--- src/rtl/if_id_buffer_pkg.sv ---
// rtl/if_id_buffer_pkg.sv - constants shared by PC register, next-PC logic and the fetch/decode buffer
`timescale 1ns/1ps
package if_id_buffer_pkg;

    localparam logic [31:0] RESET_PC       = 32'h0000_3000;
    localparam logic [31:0] NOP_INSTR      = 32'h0000_0000;
    localparam logic [31:0] PC_LINK_OFFSET = 32'd8;

    // Encoding doubles as the occupancy count driven to decode.
    typedef enum logic [1:0] {
        OCC_EMPTY = 2'd0,
        OCC_ONE   = 2'd1,
        OCC_FULL  = 2'd2
    } occ_t;

endpackage

--- src/rtl/if_id_buffer.sv ---
// rtl/if_id_buffer.sv - two-entry fetch-to-decode skid buffer with flush
`timescale 1ns/1ps
module if_id_buffer #(
    parameter int unsigned       DATA_W    = 32,
    parameter logic [DATA_W-1:0] RESET_PC  = DATA_W'(if_id_buffer_pkg::RESET_PC),
    parameter logic [DATA_W-1:0] NOP_INSTR = DATA_W'(if_id_buffer_pkg::NOP_INSTR)
) (
    input  logic              clk,
    input  logic              reset,
    input  logic              if_valid,
    input  logic [DATA_W-1:0] if_pc,
    input  logic [DATA_W-1:0] if_instr,
    output logic              if_ready,
    input  logic              flush,
    input  logic              id_ready,
    output logic              id_valid,
    output logic [DATA_W-1:0] id_pc,
    output logic [DATA_W-1:0] id_pc8,
    output logic [DATA_W-1:0] id_instr,
    output logic [1:0]        count
);
    import if_id_buffer_pkg::*;

    localparam logic [DATA_W-1:0] LINK_OFFSET = DATA_W'(PC_LINK_OFFSET);

    typedef struct packed {
        logic [DATA_W-1:0] pc;
        logic [DATA_W-1:0] pc8;
        logic [DATA_W-1:0] instr;
    } entry_t;

    localparam entry_t EMPTY_ENTRY = '{
        pc:    RESET_PC,
        pc8:   RESET_PC + LINK_OFFSET,
        instr: NOP_INSTR
    };

    occ_t   occ, occ_next;
    entry_t head, head_next;
    entry_t tail, tail_next;
    entry_t incoming;
    logic   push, pop;

    // Link value is added before the register so id_pc8 is a flop output.
    assign incoming = '{pc: if_pc, pc8: if_pc + LINK_OFFSET, instr: if_instr};

    // Ready depends only on registered occupancy: no decode-to-PC_EN path.
    assign if_ready = (occ != OCC_FULL);
    assign id_valid = (occ != OCC_EMPTY);
    assign push     = if_valid & if_ready & ~flush;
    assign pop      = id_valid & id_ready & ~flush;

    assign id_pc    = head.pc;
    assign id_pc8   = head.pc8;
    assign id_instr = head.instr;
    assign count    = occ;

    always_comb begin
        occ_next  = occ;
        head_next = head;
        tail_next = tail;
        if (flush) begin
            occ_next  = OCC_EMPTY;
            head_next = EMPTY_ENTRY;
            tail_next = EMPTY_ENTRY;
        end else begin
            case (occ)
                OCC_EMPTY: begin
                    if (push) begin
                        occ_next  = OCC_ONE;
                        head_next = incoming;
                    end
                end
                OCC_ONE: begin
                    if (push && pop) begin
                        head_next = incoming;
                    end else if (push) begin
                        occ_next  = OCC_FULL;
                        tail_next = incoming;
                    end else if (pop) begin
                        occ_next  = OCC_EMPTY;
                        head_next = EMPTY_ENTRY;
                    end
                end
                OCC_FULL: begin
                    if (pop) begin
                        occ_next  = OCC_ONE;
                        head_next = tail;
                        tail_next = EMPTY_ENTRY;
                    end
                end
                default: begin
                    occ_next  = OCC_EMPTY;
                    head_next = EMPTY_ENTRY;
                    tail_next = EMPTY_ENTRY;
                end
            endcase
        end
    end

    always_ff @(posedge clk or posedge reset) begin
        if (reset) begin
            occ  <= OCC_EMPTY;
            head <= EMPTY_ENTRY;
            tail <= EMPTY_ENTRY;
        end else begin
            occ  <= occ_next;
            head <= head_next;
            tail <= tail_next;
        end
    end

endmodule

--- config.mk ---
export PLATFORM = sky130hd
export DESIGN_NAME = if_id_buffer
export DESIGN_NICKNAME = d
export VERILOG_FILES = /design/src/rtl/if_id_buffer_pkg.sv /design/src/rtl/if_id_buffer.sv
export SDC_FILE = /design/constraint.sdc
export NUM_CORES = 1
export LEC_CHECK = 0
export ABC_AREA = 1
export CORE_MARGIN = 2
export CORE_UTILIZATION = 50
export CTS_BUF_LIST = sky130_fd_sc_hd__clkbuf_8
export CTS_CLUSTER_DIAMETER = 40
export DETAILED_ROUTE_END_ITERATION = 16
export PLACE_DENSITY = 0.77
export RECOVER_POWER = 50
export SYNTH_ARGS = -nofsm -noshare
export SYNTH_HDL_FRONTEND = slang
export SYNTH_SLANG_ARGS = --single-unit
--- constraint.sdc ---
create_clock -name clk -period 7.2 [get_ports clk]
set_clock_uncertainty 0.2 [all_clocks]
set_input_delay 1.44 -clock clk [delete_from_list [all_inputs] [get_ports clk]]
set_output_delay 1.44 -clock clk [all_outputs]
set_load 0.01 [all_outputs]
======== Word level (Yosys, flattened, before mapping) ========
Cells that the tools add are included.
W data, S select, Z words.
operators by class
  $add $sub $neg .......................... 1
  $mul .................................... 0
  div/mod/pow operators ................... 0
  $lt $le $gt $ge ......................... 0
  equal/unequal tests ..................... 11
  shifts and indexed selects .............. 0
  mux-type cells .......................... 17
  bitwise operators ....................... 5
  reductions and logical operators ........ 6
operators by type and width
  operator                 number
  $mux W96                 8
  $pmux W96 S3             2
  $add A32 B4 Y32 const B  1
  $mux W2                  6
  $ne A3 B3 Y1 const B     4
  $ne A4 B4 Y1 const B     3
  $reduce_and A4 Y1        3
  $pmux W2 S3              1
  $and A1 B1 Y1            4
  $ne A2 B2 Y1 const B     2
  $eq A2 B1 Y1 const B     1
  $eq A2 B2 Y1 const B     1
  $logic_not A2 Y1         1
  $reduce_bool A2 Y1       1
  $logic_and A1 B1 Y1      1
  $not A1 Y1               1
word-level totals
  flip-flop bits (word level) ............. 194
  latch bits .............................. 0
  bits in writable memories ............... 0
  memory bits (read-only) ................. 0
  input bits .............................. 69
  word-level logic and storage cells ...... 47
  memories ................................ 0

======== Longest topological paths before layout ========
  word-level depth ........................ 8
  depth in mapped cells ................... 13
  gate-level depth less buffers ........... 11

======== Least setup slack after synthesis ========
OpenSTA, ideal clock, no wires.
  path kind ............................... in2reg
  start point ............................. input if_pc[3]
  end point ............................... register head (netlist bit id_pc8[31])
  arrival time ............................ 2.497 ns
  data required time ...................... 6.883 ns
  slack ................................... 4.386 ns
  cell stages on the path ................. 10
  cells stage by stage .................... ha_1 nand2_1 nor2_1 nand2_1 nor2_1 nand3_1 nand3_1 nand2_1 nand2_1 nand2_1
between the ends
  cells in the longest elaborated chain, start to end .. 4
  elaborated cells between the ends (all ways) .. 5
  classes of those cells .................. 1 x add/sub; 4 x mux
RTL lines
  what                         line                                    source
  from (decl)                  if_id_buffer.sv:11                      input logic [DATA_W-1:0] if_pc,
  $add A32 B4 Y32 (*)          if_id_buffer.sv:45                      assign incoming = '{pc: if_pc, pc8: if_pc + LINK_OFFSET, instr: if_instr};
  $mux W96 (on tied branches)  if_id_buffer.sv:75, if_id_buffer.sv:69
  $pmux W96 S3 (*)             if_id_buffer.sv:67                      case (occ)
  $mux W96 (*)                 if_id_buffer.sv:62                      if (flush) begin
  to (signal assigned)         if_id_buffer.sv:108                     head <= head_next;
  to (decl)                    if_id_buffer.sv:39                      entry_t head, head_next;
Every way passes the cells marked *; elsewhere a longest branch is shown, timed or not. The select of a mux whose other input is x is not followed.
A chain may end at the register's enable or synchronous reset.

======== Final worst setup path ========
  start point ............................. input flush
  end point ............................... register tail[76] (netlist name)
between the ends
  cells in the longest elaborated chain, start to end .. 5
  elaborated cells between the ends (all ways) .. 10
  classes of those cells .................. 4 x eq/ne; 1 x mux; 3 x bitwise; 2 x reduce/logical
RTL lines
  what                                line                                    source
  from (decl)                         if_id_buffer.sv:14                      input logic flush,
  $not A1 Y1                          if_id_buffer.sv:50, if_id_buffer.sv:51
  $and A1 B1 Y1 (on tied branches)    if_id_buffer.sv:50, if_id_buffer.sv:51
  $logic_and A1 B1 Y1                 if_id_buffer.sv:75                      if (push && pop) begin
  $ne A3 B3 Y1 (no source line)       -
  $reduce_and A4 Y1 (no source line)  -
  to (signal assigned)                if_id_buffer.sv:109                     tail <= tail_next;
  to (decl)                           if_id_buffer.sv:40                      entry_t tail, tail_next;
Parallel ways exist; a longest one is shown, timed or not.

==> out/results.ini <==
[final_layout]
area_growth_pct = 23.7
layout.nets = 1289
layout_commonest_cell = nand2_1
final_cell_mix = nand2_1, dfrtp_1, dlygate4sd3_1, inv_1, o21ai_0
fillers = 1523
multiInputGateArea_um2 = 3430
diodes = 0
area.sequential_um2 = 4720
drive_gt1_frac = 0.0568

[critical_path]
worstSetupEndpointType = flip-flop
reg2regPathDepth = 6
path_class = in -> reg
critPathArrivalTime_ns = 4.94
crit_fanout = 68
worst_setup_path_start_kind = input port
cp.required_ns = 7.35

[sta]
rsz0062_at_grt = false
period_needed_ns = 4.79
worst_slew_pin_slew_ns = 2.77
setup_ws_ns = 2.41
fmax_mhz = 209
fin_crit_sh = 0.665
relSlewSlack = -0.860
setup_viol = 0
fin_setup_tns_ns = 0
final_hold_viol_count = 0
maxSlewViolCount = 65

[worst_hold_path]
min_path_type = reg -> reg
hold_depth = 2

[routing]
viasPerCell = 5.43
drt_iter0_drc = 741
drt-total-wl_um = 23600
first_pass_iters = 6
remaining_drc_errors = 0
post_drt_wl_per_cell_um = 16.2
vias = 7905
ant_nets = 0

[floorplan]
fp.dieArea_um2 = 18700
io-pin-count = 169
die_w_um = 137
row_count = 48
die_h_um = 137
coreArea_um2 = 17200
initial_utilization = 0.511

[yosys]
ys_warn_count = 0
syn_nets = 1153
seq_area_frac_synth = 0.536
syn-mean-instance-area_um2 = 8.13
synth.distinct_cells = 29
synthesis.instances = 1083
netlist_area_um2 = 8800
yosys_register_bits = 188

[placed_design]
port_buffers = 168
hpwl_um = 15900
gp_congestion = 0.953
dpl_worst_slack_ns = 2.62

[cts]
cts_tree = yes
cts_buffers = 17
path_clk_slew_ns = 0.11
ctsHoldBuffers = 0
clock-sinks = 188
cts_max_level = 4
post_cts_buffers = 0
ctsResizeCount = 0
clockRootBuffer = clkbuf_8
clk_latency_ns = 0.48
max-clock-path-buffers = 2

[power_and_ir_drop]
p_leak_nw = 5.37
p_total_mw = 3.01
powerDensity_nw_per_um2 = 276
ir_drop_mv = 0.257

[status]
violations = capacitance limit, slew limit
outcome = finished, violations left

[global_routing]
grt_pass1_vias = 7526
grt_usage = 0.262
grt_pass1_wl_um = 38200
grt_remaining_overflow = 0
grt_start_max_net_pins = 77
antenna_found_initial = 0

[run]
drv_cap = 1

[area by class of cell]
class | count | share of cell area
Multi-Input combinational cell | 744 | 0.315
Sequential cell | 188 | 0.433
Timing Repair Buffer | 175 | 0.159
Tap cell | 225 | 0.0258
Clock buffer | 17 | 0.0215
Clock inverter | 15 | 0.0136
Inverter | 93 | 0.0322
[worst max-delay path, cell delays in order]
cell,delay (ns)
dlygate4sd3_1,0.58
nor2_1,0.19
nand2_1,0.17
nor2_4,0.15
nand3_1,0.80
inv_2,1.31
a22oi_1,0.25
[metal layers]
metal	GRT usage	wire, um	share of wire	vias to the layer above
met2	0.394	10800	0.46	347
met4	0.0799	356	0.015	0
li1	-	-	-	3785
met3	0.0533	2030	0.086	28
met5	0	0	0	-
met1	0.385	10500	0.44	3745
[sequential cells by signal (all words and copies together) (netlist names)]
name      count
id_pc        32
id_pc8       29
tail         93
count         2
id_instr     32
[synth_stat cells (all sizes together)]
master / count / area share
clkbuf: 23 / 0.0099
o21a: 1 / 0.00085
or2: 2 / 0.0014
nor2: 56 / 0.027
o22ai: 24 / 0.017
o21ai: 101 / 0.057
nand2: 415 / 0.18
inv: 93 / 0.040
a21oi: 3 / 0.0017
nand3: 61 / 0.036
dfstp: 10 / 0.030
buf: 35 / 0.025
nor3: 2 / 0.0011
dfrtp: 178 / 0.51
xor2: 6 / 0.0060
nand4: 4 / 0.0028
ha: 1 / 0.0014
a22oi: 68 / 0.058
[worst paths after layout]
kind	startpoint	end	slack, ns
worst min-delay path	tail[23]$_DFFE_PP0P_	tail[23]$_DFFE_PP0P_	0.28
worst max register to register	count[1]$_DFFE_PP0P_	tail[76]$_DFFE_PP1P_	3.38
min in group asynchronous	reset	tail[10]$_DFFE_PP0P_	1.99
worst min register to register	tail[23]$_DFFE_PP0P_	tail[23]$_DFFE_PP0P_	0.28
worst max-delay path	flush	tail[76]$_DFFE_PP1P_	2.41
max in group asynchronous	reset	tail[80]$_DFFE_PP0P_	2.89
[cells by family after synthesis]
logic type | after synthesis | share of synthesized area
and+or+nand+nor | 540 | 0.248
AOI/OAI and AO/OA | 197 | 0.135
DFF | 188 | 0.536
buffers and inverters | 151 | 0.0742
xor gates and xnor gates | 6 | 0.00597
adders and majority gates | 1 | 0.00142
[report_power, final]
group	switching [mW]	leakage (nW)	internal, mW
clock	0.427	0.184	0.257
sequential	0.109	2.51	1.26
combinational	0.567	2.68	0.384
total	1.10	5.37	1.90
[per-stage QoR]
stage | hold WS, ns | utilization | instances | area [um^2]
final | 0.284 | 0.632 | 1457 | 10900
after global placement | 0.253 | 0.610 | 1425 | 10500
after global routing | 0.299 | 0.632 | 1457 | 10900
after floorplan | 0.242 | - | 1083 | 8800
after detailed placement | 0.260 | 0.610 | 1425 | 10500
after CTS | 0.284 | 0.633 | 1457 | 10900
Note: power is estimated with default switching activity, not from simulation.
